<file path="src/rtl/ternary_seq_ctrl.sv">
// Sequencing controller for a ternary-weight tile: loads weights once, then runs
// one or more compute passes and drains the output neurons through a select mux.
module ternary_seq_ctrl #(
  parameter int unsigned MAX_IN_LEN  = 16,
  parameter int unsigned MAX_OUT_LEN = 8,
  parameter int unsigned WIDTH       = 2,
  localparam int unsigned IN_BITS    = $clog2(MAX_IN_LEN),
  localparam int unsigned OUT_BITS   = $clog2(MAX_OUT_LEN),
  localparam int unsigned WB         = $clog2(WIDTH)
) (
  input  logic                clk,
  input  logic                rst_n,
  input  logic                ena,
  input  logic                ui_start,
  input  logic                ui_next,
  input  logic [OUT_BITS-1:0] ui_param,
  input  logic                ld_done,
  output logic                uo_ld_clr_n,
  output logic                uo_ld_en,
  output logic                uo_comp_en,
  output logic [OUT_BITS-1:0] uo_out_sel,
  output logic                uo_out_valid,
  output logic                uo_busy,
  output logic                uo_wvalid,
  output logic                uo_done
);

  // Watchdog is at least wide enough to count a full-array load.
  localparam int unsigned WD_NEED = $clog2(MAX_OUT_LEN * WIDTH + 5);
  localparam int unsigned WD_FULL = IN_BITS + WB + 1;
  localparam int unsigned WD_BITS = (WD_NEED > WD_FULL) ? WD_NEED : WD_FULL;

  typedef enum logic [2:0] {
    S_IDLE, S_CLEAR, S_LOAD, S_SETTLE, S_COMPUTE, S_DRAIN, S_HOLD
  } state_t;

  state_t               r_state;
  logic [OUT_BITS-1:0]  r_cfg_out;
  logic [WD_BITS-1:0]   r_wdog;
  logic                 r_ld_clr_n;
  logic                 r_ld_en;
  logic                 r_comp_en;
  logic [OUT_BITS-1:0]  r_out_sel;
  logic                 r_out_valid;
  logic                 r_busy;
  logic                 r_wvalid;
  logic                 r_done;

  state_t               w_state_nxt;
  logic [OUT_BITS-1:0]  w_cfg_nxt;
  logic [WD_BITS-1:0]   w_wdog_nxt;
  logic [WD_BITS-1:0]   w_wdog_inc;
  logic [WD_BITS-1:0]   w_wd_limit;
  logic [OUT_BITS-1:0]  w_sel_nxt;
  logic [OUT_BITS-1:0]  w_sel_inc;
  logic                 w_wvalid_nxt;
  logic                 w_done_nxt;
  logic                 w_ld_clr_n_nxt;
  logic                 w_ld_en_nxt;
  logic                 w_comp_en_nxt;
  logic                 w_out_valid_nxt;
  logic                 w_busy_nxt;

  assign w_wd_limit = WD_BITS'((32'(r_cfg_out) + 32'd1) * WIDTH + 32'd4);
  assign w_wdog_inc = r_wdog + WD_BITS'(1);
  assign w_sel_inc  = r_out_sel + OUT_BITS'(1);

  // Next-state logic; outputs are decoded from the next state and registered.
  always_comb begin
    w_state_nxt  = r_state;
    w_cfg_nxt    = r_cfg_out;
    w_wdog_nxt   = r_wdog;
    w_sel_nxt    = r_out_sel;
    w_wvalid_nxt = r_wvalid;
    w_done_nxt   = 1'b0;
    case (r_state)
      S_IDLE: begin
        if (ui_start) begin
          w_state_nxt  = S_CLEAR;
          w_cfg_nxt    = ui_param;
          w_wvalid_nxt = 1'b0;
        end else if (ui_next && r_wvalid) begin
          w_state_nxt = S_COMPUTE;
          w_cfg_nxt   = ui_param;
        end
      end
      S_CLEAR: begin
        w_state_nxt = S_LOAD;
        w_wdog_nxt  = '0;
      end
      S_LOAD: begin
        if (ld_done) begin
          w_state_nxt = S_SETTLE;
          w_wdog_nxt  = '0;
        end else if (w_wdog_inc == w_wd_limit) begin
          w_state_nxt = S_IDLE;
          w_wdog_nxt  = '0;
          w_done_nxt  = 1'b1;
        end else begin
          w_wdog_nxt = w_wdog_inc;
        end
      end
      S_SETTLE: begin
        // Loader outputs settle one cycle after its done pulse.
        w_state_nxt  = S_COMPUTE;
        w_wvalid_nxt = 1'b1;
      end
      S_COMPUTE: begin
        w_state_nxt = S_DRAIN;
        w_sel_nxt   = '0;
        w_done_nxt  = (r_cfg_out == '0);
      end
      S_DRAIN: begin
        if (r_out_sel == r_cfg_out) begin
          w_state_nxt = S_HOLD;
          w_sel_nxt   = '0;
        end else begin
          w_sel_nxt  = w_sel_inc;
          w_done_nxt = (w_sel_inc == r_cfg_out);
        end
      end
      S_HOLD: begin
        if (!ui_start && !ui_next) w_state_nxt = S_IDLE;
      end
      default: w_state_nxt = S_IDLE;
    endcase

    w_ld_clr_n_nxt  = (w_state_nxt != S_CLEAR);
    w_ld_en_nxt     = (w_state_nxt == S_LOAD);
    w_comp_en_nxt   = (w_state_nxt == S_COMPUTE);
    w_out_valid_nxt = (w_state_nxt == S_DRAIN);
    w_busy_nxt      = (w_state_nxt != S_IDLE);
    if (w_state_nxt == S_IDLE) w_cfg_nxt = '0;
  end

  // State and output registers; ena=0 freezes everything but drops the strobes.
  always_ff @(posedge clk) begin
    if (!rst_n) begin
      r_state     <= S_IDLE;
      r_cfg_out   <= '0;
      r_wdog      <= '0;
      r_ld_clr_n  <= 1'b0;
      r_ld_en     <= 1'b0;
      r_comp_en   <= 1'b0;
      r_out_sel   <= '0;
      r_out_valid <= 1'b0;
      r_busy      <= 1'b0;
      r_wvalid    <= 1'b0;
      r_done      <= 1'b0;
    end else if (!ena) begin
      r_ld_en   <= 1'b0;
      r_comp_en <= 1'b0;
    end else begin
      r_state     <= w_state_nxt;
      r_cfg_out   <= (w_state_nxt == S_IDLE) ? r_cfg_out : w_cfg_nxt;
      r_wdog      <= w_wdog_nxt;
      r_ld_clr_n  <= w_ld_clr_n_nxt;
      r_ld_en     <= w_ld_en_nxt;
      r_comp_en   <= w_comp_en_nxt;
      r_out_sel   <= w_sel_nxt;
      r_out_valid <= w_out_valid_nxt;
      r_busy      <= w_busy_nxt;
      r_wvalid    <= w_wvalid_nxt;
      r_done      <= w_done_nxt;
    end
  end

  assign uo_ld_clr_n  = r_ld_clr_n;
  assign uo_ld_en     = r_ld_en;
  assign uo_comp_en   = r_comp_en;
  assign uo_out_sel   = r_out_sel;
  assign uo_out_valid = r_out_valid;
  assign uo_busy      = r_busy;
  assign uo_wvalid    = r_wvalid;
  assign uo_done      = r_done;

endmodule

</file>
<file path="config.mk">
export PLATFORM = sky130hd
export DESIGN_NAME = ternary_seq_ctrl
export DESIGN_NICKNAME = d
export VERILOG_FILES = /design/src/rtl/ternary_seq_ctrl.sv
export SDC_FILE = /design/constraint.sdc
export NUM_CORES = 1
export LEC_CHECK = 0
export CELL_PAD_IN_SITES_DETAIL_PLACEMENT = 0
export CELL_PAD_IN_SITES_GLOBAL_PLACEMENT = 1
export CORE_ASPECT_RATIO = 0.6
export CORE_MARGIN = 5
export CORE_UTILIZATION = 39
export CTS_CLUSTER_SIZE = 40
export DETAILED_ROUTE_END_ITERATION = 16
export GPL_TIMING_DRIVEN = 0
export HOLD_SLACK_MARGIN = 0.05
export PLACE_DENSITY_LB_ADDON = 0.1
export SYNTH_ARGS = -nofsm -noshare
export SYNTH_HDL_FRONTEND = slang
export SYNTH_SLANG_ARGS = --single-unit
</file>
<file path="constraint.sdc">
create_clock -name clk -period 3.19 [get_ports clk]
set_input_delay 0.4785 -clock clk [delete_from_list [all_inputs] [get_ports clk]]
set_output_delay 0.4785 -clock clk [all_outputs]
set_load 0.02 [all_outputs]
</file>
== Word level (Yosys, flattened, before mapping) ==
Index checks and enable logic that the tools add are counted.
Storage, ports and cells
  bits in registers: 22
  input port bits: 9
  output and inout bits: 10
  word-level logic and storage cells: 67
Operators by class
  add/subtract/negate cells: 4
  equal/unequal tests: 14
  mux-type cells: 20
  bitwise logic cells: 1
  reductions and logical operators: 17
Operators with widths (count)
  $mux W3: 9
  $pmux W3 S7: 1
  $eq A3 B3 Y1 const B: 5
  $mux W6: 2
  $pmux W6 S2: 1
  $eq A3 B2 Y1 const B: 3
  $logic_not A3 Y1: 3
  $reduce_bool A2 Y1: 4
  $add A5 B3 Y6 const B: 1
  $add A6 B1 Y6 const B: 1
  $eq A3 B3 Y1: 2
  $eq A6 B6 Y1: 1
  $pmux W3 S2: 1
  $reduce_and A2 Y1: 3
  $add A3 B1 Y4 const B: 1
  $mux W1: 4
  $reduce_and A4 Y1: 1
  $add A3 B1 Y3 const B: 1
  $eq A3 B1 Y1 const B: 1
  $ne A3 B1 Y1 const B: 1
  $pmux W1 S3: 1
  $reduce_and A3 Y1: 1
  $reduce_bool A3 Y1: 1
  $logic_and A1 B1 Y1: 2
  4 further kinds: 5

== Longest topological paths before layout ==
  depth after elaboration: 9
  gate-level depth with buffers: 9
  mapped depth without buffers: 9

== Least setup slack after synthesis ==
Ideal clock, no wire load.
  path kind: reg-to-reg
  start: register r_cfg_out[0]
  end: register r_comp_en, in the netlist uo_comp_en
  setup time: 0.060 ns
  arrival: 2.288 ns
  data required time: 3.130 ns
  slack: 0.842 ns
  cell stages (with the launch flop): 10
  path buffers: 0
  clock period less this slack: 2.348 ns
  cell sequence: dfxtp_1 -> inv_1 -> ha_1 -> ha_1 -> xor2_1 -> xnor2_1 -> nor4_1 -> and3_4 -> a221o_2 -> and4_2
Between the ends
  longest elaborated chain between the ends: 7
  elaborated cells on any way between the ends: 9
  classes of those cells: add/sub (2); eq/ne (3); mux (4)
RTL lines
  start: declaration: line 38  | logic [OUT_BITS-1:0] r_cfg_out;
  start signal: assignment: line 155  | r_cfg_out <= (w_state_nxt == S_IDLE) ? r_cfg_out : w_cfg_nxt;
  $add A3 B1 Y4: line 64  | assign w_wd_limit = WD_BITS'((32'(r_cfg_out) + 32'd1) * WIDTH + 32'd4);
  $add A5 B3 Y6: line 64
  $eq A6 B6 Y1: line 95  | end else if (w_wdog_inc == w_wd_limit) begin
  $mux W3: line 95
  $mux W3: line 92  | if (ld_done) begin
  $pmux W3 S7 *: line 76  | case (r_state)
  $eq A3 B3 Y1 *: line 130  | w_comp_en_nxt = (w_state_nxt == S_COMPUTE);
  end signal: assignment: line 159  | r_comp_en <= w_comp_en_nxt;
  end: declaration: line 42  | logic r_comp_en;
Mark *: on every way between the ends. The rest lies on a longest branch, timed or not.
A chain may end at the register's enable or synchronous reset.

== Final worst setup path ==
  start: register r_cfg_out[0]
  end: register r_wdog[1]
Between the ends
  longest elaborated chain between the ends: 6
RTL lines
  $add A3 B1 Y4: line 64
  $add A5 B3 Y6: line 64
  $eq A6 B6 Y1: line 95
  $mux W6: line 95
  $mux W6: line 92
  $pmux W6 S2: line 76
  end signal: assignment: line 156  | r_wdog <= w_wdog_nxt;
  end: declaration: line 39  | logic [WD_BITS-1:0] r_wdog;
Every way passes these cells.

==> summary.md <==
- 371 nW/um2 — total power divided by cell area
- 202 uV — worst-case vdd ir drop
- r_wdog[1]$_SDFFE_PN0P_ — reg2reg end
- 0 — Hold Fails Final Rpt
- 0 — number of enable flip-flop cells after synthesis
- uo_done$_SDFFE_PN0P_ — Endpoint, Worst Hold
- dfxtp_1 — critical-path cell with the highest stage delay
- 9 — Register-to-Register Path Depth
- 0.908 ns — Worst Max-Slew Pin Slew
- r_cfg_out[0]$_SDFFE_PN0P_ — CP startpoint
- ha_1 — CP most frequent cell
- 0 — Post-CTS Repair Setup Buffers
- 226 — Inst Count DP
- 163 — count of mapped cells out of synthesis
- 1224 — total number of vias
- 0.590 ns — final critical-path setup slack
- 0 — Remaining Overflow, GRT
- false — RSZ-0062 raised after global routing
- 0.000598 uW — leakage power figure
- 5620 um — global-route wire length before repair
- 8.06 um2 — Post-Synthesis Mean Instance Area
- 200 — net count reported at finish
- r_cfg_out[0]$_SDFFE_PN0P_ — worst flop-to-flop path startpoint
- 3240 um — final wirelength
- nor2_1 — most frequent standard cell in the layout excluding fill and tap cells
- 0 — Maximum Capacitance Violations
- 13 — maximum number of pins on one net before global-route repair
- 100 — initial detailed-routing violation count
- 177 — Synthesized Nets
- inv_1 > ha_1 > ha_1 > xor2_1 > xnor2_1 > nor4_1 > a31oi_1 > a22oi_1 > nor2_1 — cells along the critical path
- 2.60 ns — post-layout minimum cycle time
- 1132 — via count of the first global-routing pass
- 0 — number of cells upsized or downsized after cts
- 0 — ANT nets after route
- 0 — final-report max-slew violation count
- 0.49 ns — Crit path largest cell delay
- 2 — worst hold path cell count
- 0 — CTS hold repair buffers
- dfxtp_1 — most used flip-flop cell after synthesis
- 14.1 um — DR WL/cell
- 22.2% — area grow syn2layout
- done — TritonCTS clock tree
- 4 — detailed-router iteration count before antenna repair
- 0 — count of warnings emitted by yosys
- 4670 um2 — die area
- 37 — number of library cell types mapped by synthesis
- 0.0595 — fraction of layout instances using a drive strength above 1
- 18 — quantity of I/O buffers inserted on ports
- complete, no violations — run status
- uo_done$_SDFFE_PN0P_ — min-delay src
- 2 — Clock Tree Buf Depth
- 0.405 — initial core utilization
- 0.389 — Max-Slew Margin vs Limit
- 325 — Fill cells
- 0.08 ns — clock-pin slew of the registers on the worst-case setup and hold paths
- 0 — initial antenna violation count
- 0.495 — Post-Route Utilization
- 3.34 ns — critical path required time
- 1 — maximum level of the CTS H-tree
- 22 — total number of clock tree sinks
- register to register — critical path class
- clkbuf_8 — cell chosen for the clock root
- 0.00127 ns — Worst Skew
- 0 — DRC Markers
- 3 — CTS buffer count
- 0 — fraction of registers with async set/reset
- 19 — number of placed I/O pins
- 385 MHz — Fmax
- 0 — number of diodes
- 1310 um2 — Post-Synthesis Cell Area
- register to register — class of the tightest hold or removal check
- 0.815 — share of the clock period used by the worst path after layout
- 230 — count of non-filler cells in the finished layout
- 0 ns — Final TNS setup
- 0.59 ns — minimum setup slack among reg-to-reg paths
- 2460 um — half-perimeter wire length of the detailed placement result
- register — startpoint class of the critical path
- 0.157 — Global Route Usage Sum
- 5.32 — average via count per standard cell
- 0.335 — share of synthesized area occupied by flip-flops and latches
- 16 — number of rows created at floorplan
- 0 — final number of setup-violating endpoints
- 0.26 ns — clock insertion delay at the later pin of the skew report
- 0.835 — final estimated routing congestion in global placement
- 23 x nor2_1, 22 x dfxtp_1, 18 x clkdlybuf4s50_1, 13 x nand2_1, 12 x a21oi_1 — commonest non-fill, non-tap cells in the layout
- 55.0 um — die span in y
- register — kind of end point of the critical path
- 0.605 ns — Placement Setup Slack
- 0.478 ns — final hold slack
- 22 — flops & latches, synth
- 7 — CP max FO
- 84.9 um — die outline width
- 2.75 ns — worst endpoint data arrival time
- 3240 um2 — Core Box Area
-- through the flow --
stage | instance area [um2] | total power (uW)
global placement | 1550 | 394
CTS | 1610 | 604
floorplan | 1310 | 359
finish | 1610 | 595
detailed placement | 1550 | 396
global route | 1610 | 630
-- synthesized netlist by cell type, types with 4 or more instances --
library cell  count  area (um2)
dfxtp_1          22         440
nand2_1          13        48.8
inv_1             7        26.3
nand3_1           6        30.0
nor2_1           23        86.3
a21oi_1          12        60.1
o21ai_0           4        20.0
xnor2_1           5        43.8
ha_1              5        62.6
nand2b_1          4        25.0
nor3_1            5        25.0
clkbuf_1          6        22.5
a31oi_1           6        37.5
xor2_1            9        78.8
-- layer usage --
metal	global-route usage	vias up	wire (um)
li1	-	622	-
met1	0.223	561	1800
met2	0.243	37	1280
met3	0.0414	4	141
met4	0.0316	0	18
met5	0	-	0
-- registers in the layout (all words and copies together) (netlist names) --
signal and count:
uo_ld_en 1, r_wdog 6, uo_out_valid 1, uo_wvalid 1, r_cfg_out 3, uo_out_sel 3
uo_busy 1, r_state 3, uo_ld_clr_n 1, uo_comp_en 1, uo_done 1
-- cell families after synthesis --
family	Yosys count	share of synthesized area
muxes	3	0.0229
buffers and inverters	13	0.0371
adders and majority gates	5	0.0476
xor gates and xnor gates	15	0.110
DFF	22	0.335
AOI/OAI and AO/OA	37	0.177
and+or+nand+nor	68	0.270
-- worst max path at each step --
stage / endpoint / slack [ns] / cells past startpoint
3_5_place_dp: r_wdog[1]$_SDFFE_PN0P_ / 0.61 / 9
2_1_floorplan: uo_comp_en$_SDFF_PN0_ / 0.84 / 9
3_3_place_gp: r_wdog[1]$_SDFFE_PN0P_ / 0.61 / 9
4_1_cts: r_wdog[1]$_SDFFE_PN0P_ / 0.59 / 9
5_1_grt: r_wdog[1]$_SDFFE_PN0P_ / 0.25 / 9
6_report: r_wdog[1]$_SDFFE_PN0P_ / 0.59 / 9
-- layout make-up --
type                       count  area (um2)  share of cell area
buffer                         6        22.5              0.0140
clock buffer                   4        55.1              0.0343
inverter                       7        26.3              0.0164
multi-input combinational    128         825               0.514
sequential                    22         440               0.274
tap                           45        56.3              0.0351
timing repair buffer          18         180               0.112
-- where the power goes --
part	switching (uW)	internal (uW)	total (uW)
Combinational	56.4	44.2	101
Clock	94.3	110	204
Sequential	8.13	282	290
-- worst max-delay path, delay by kind of cell (launching register included) --
| family | cells | cell delay (ns) |
|---|---|---|
| fa+ha+maj | 2 | 0.67 |
| compound gates | 2 | 0.56 |
| flops | 1 | 0.49 |
| simple gates | 2 | 0.40 |
| xor+xnor | 2 | 0.28 |
| buf+inv | 1 | 0.08 |
No activity file was read; power rests on OpenSTA's default activity.
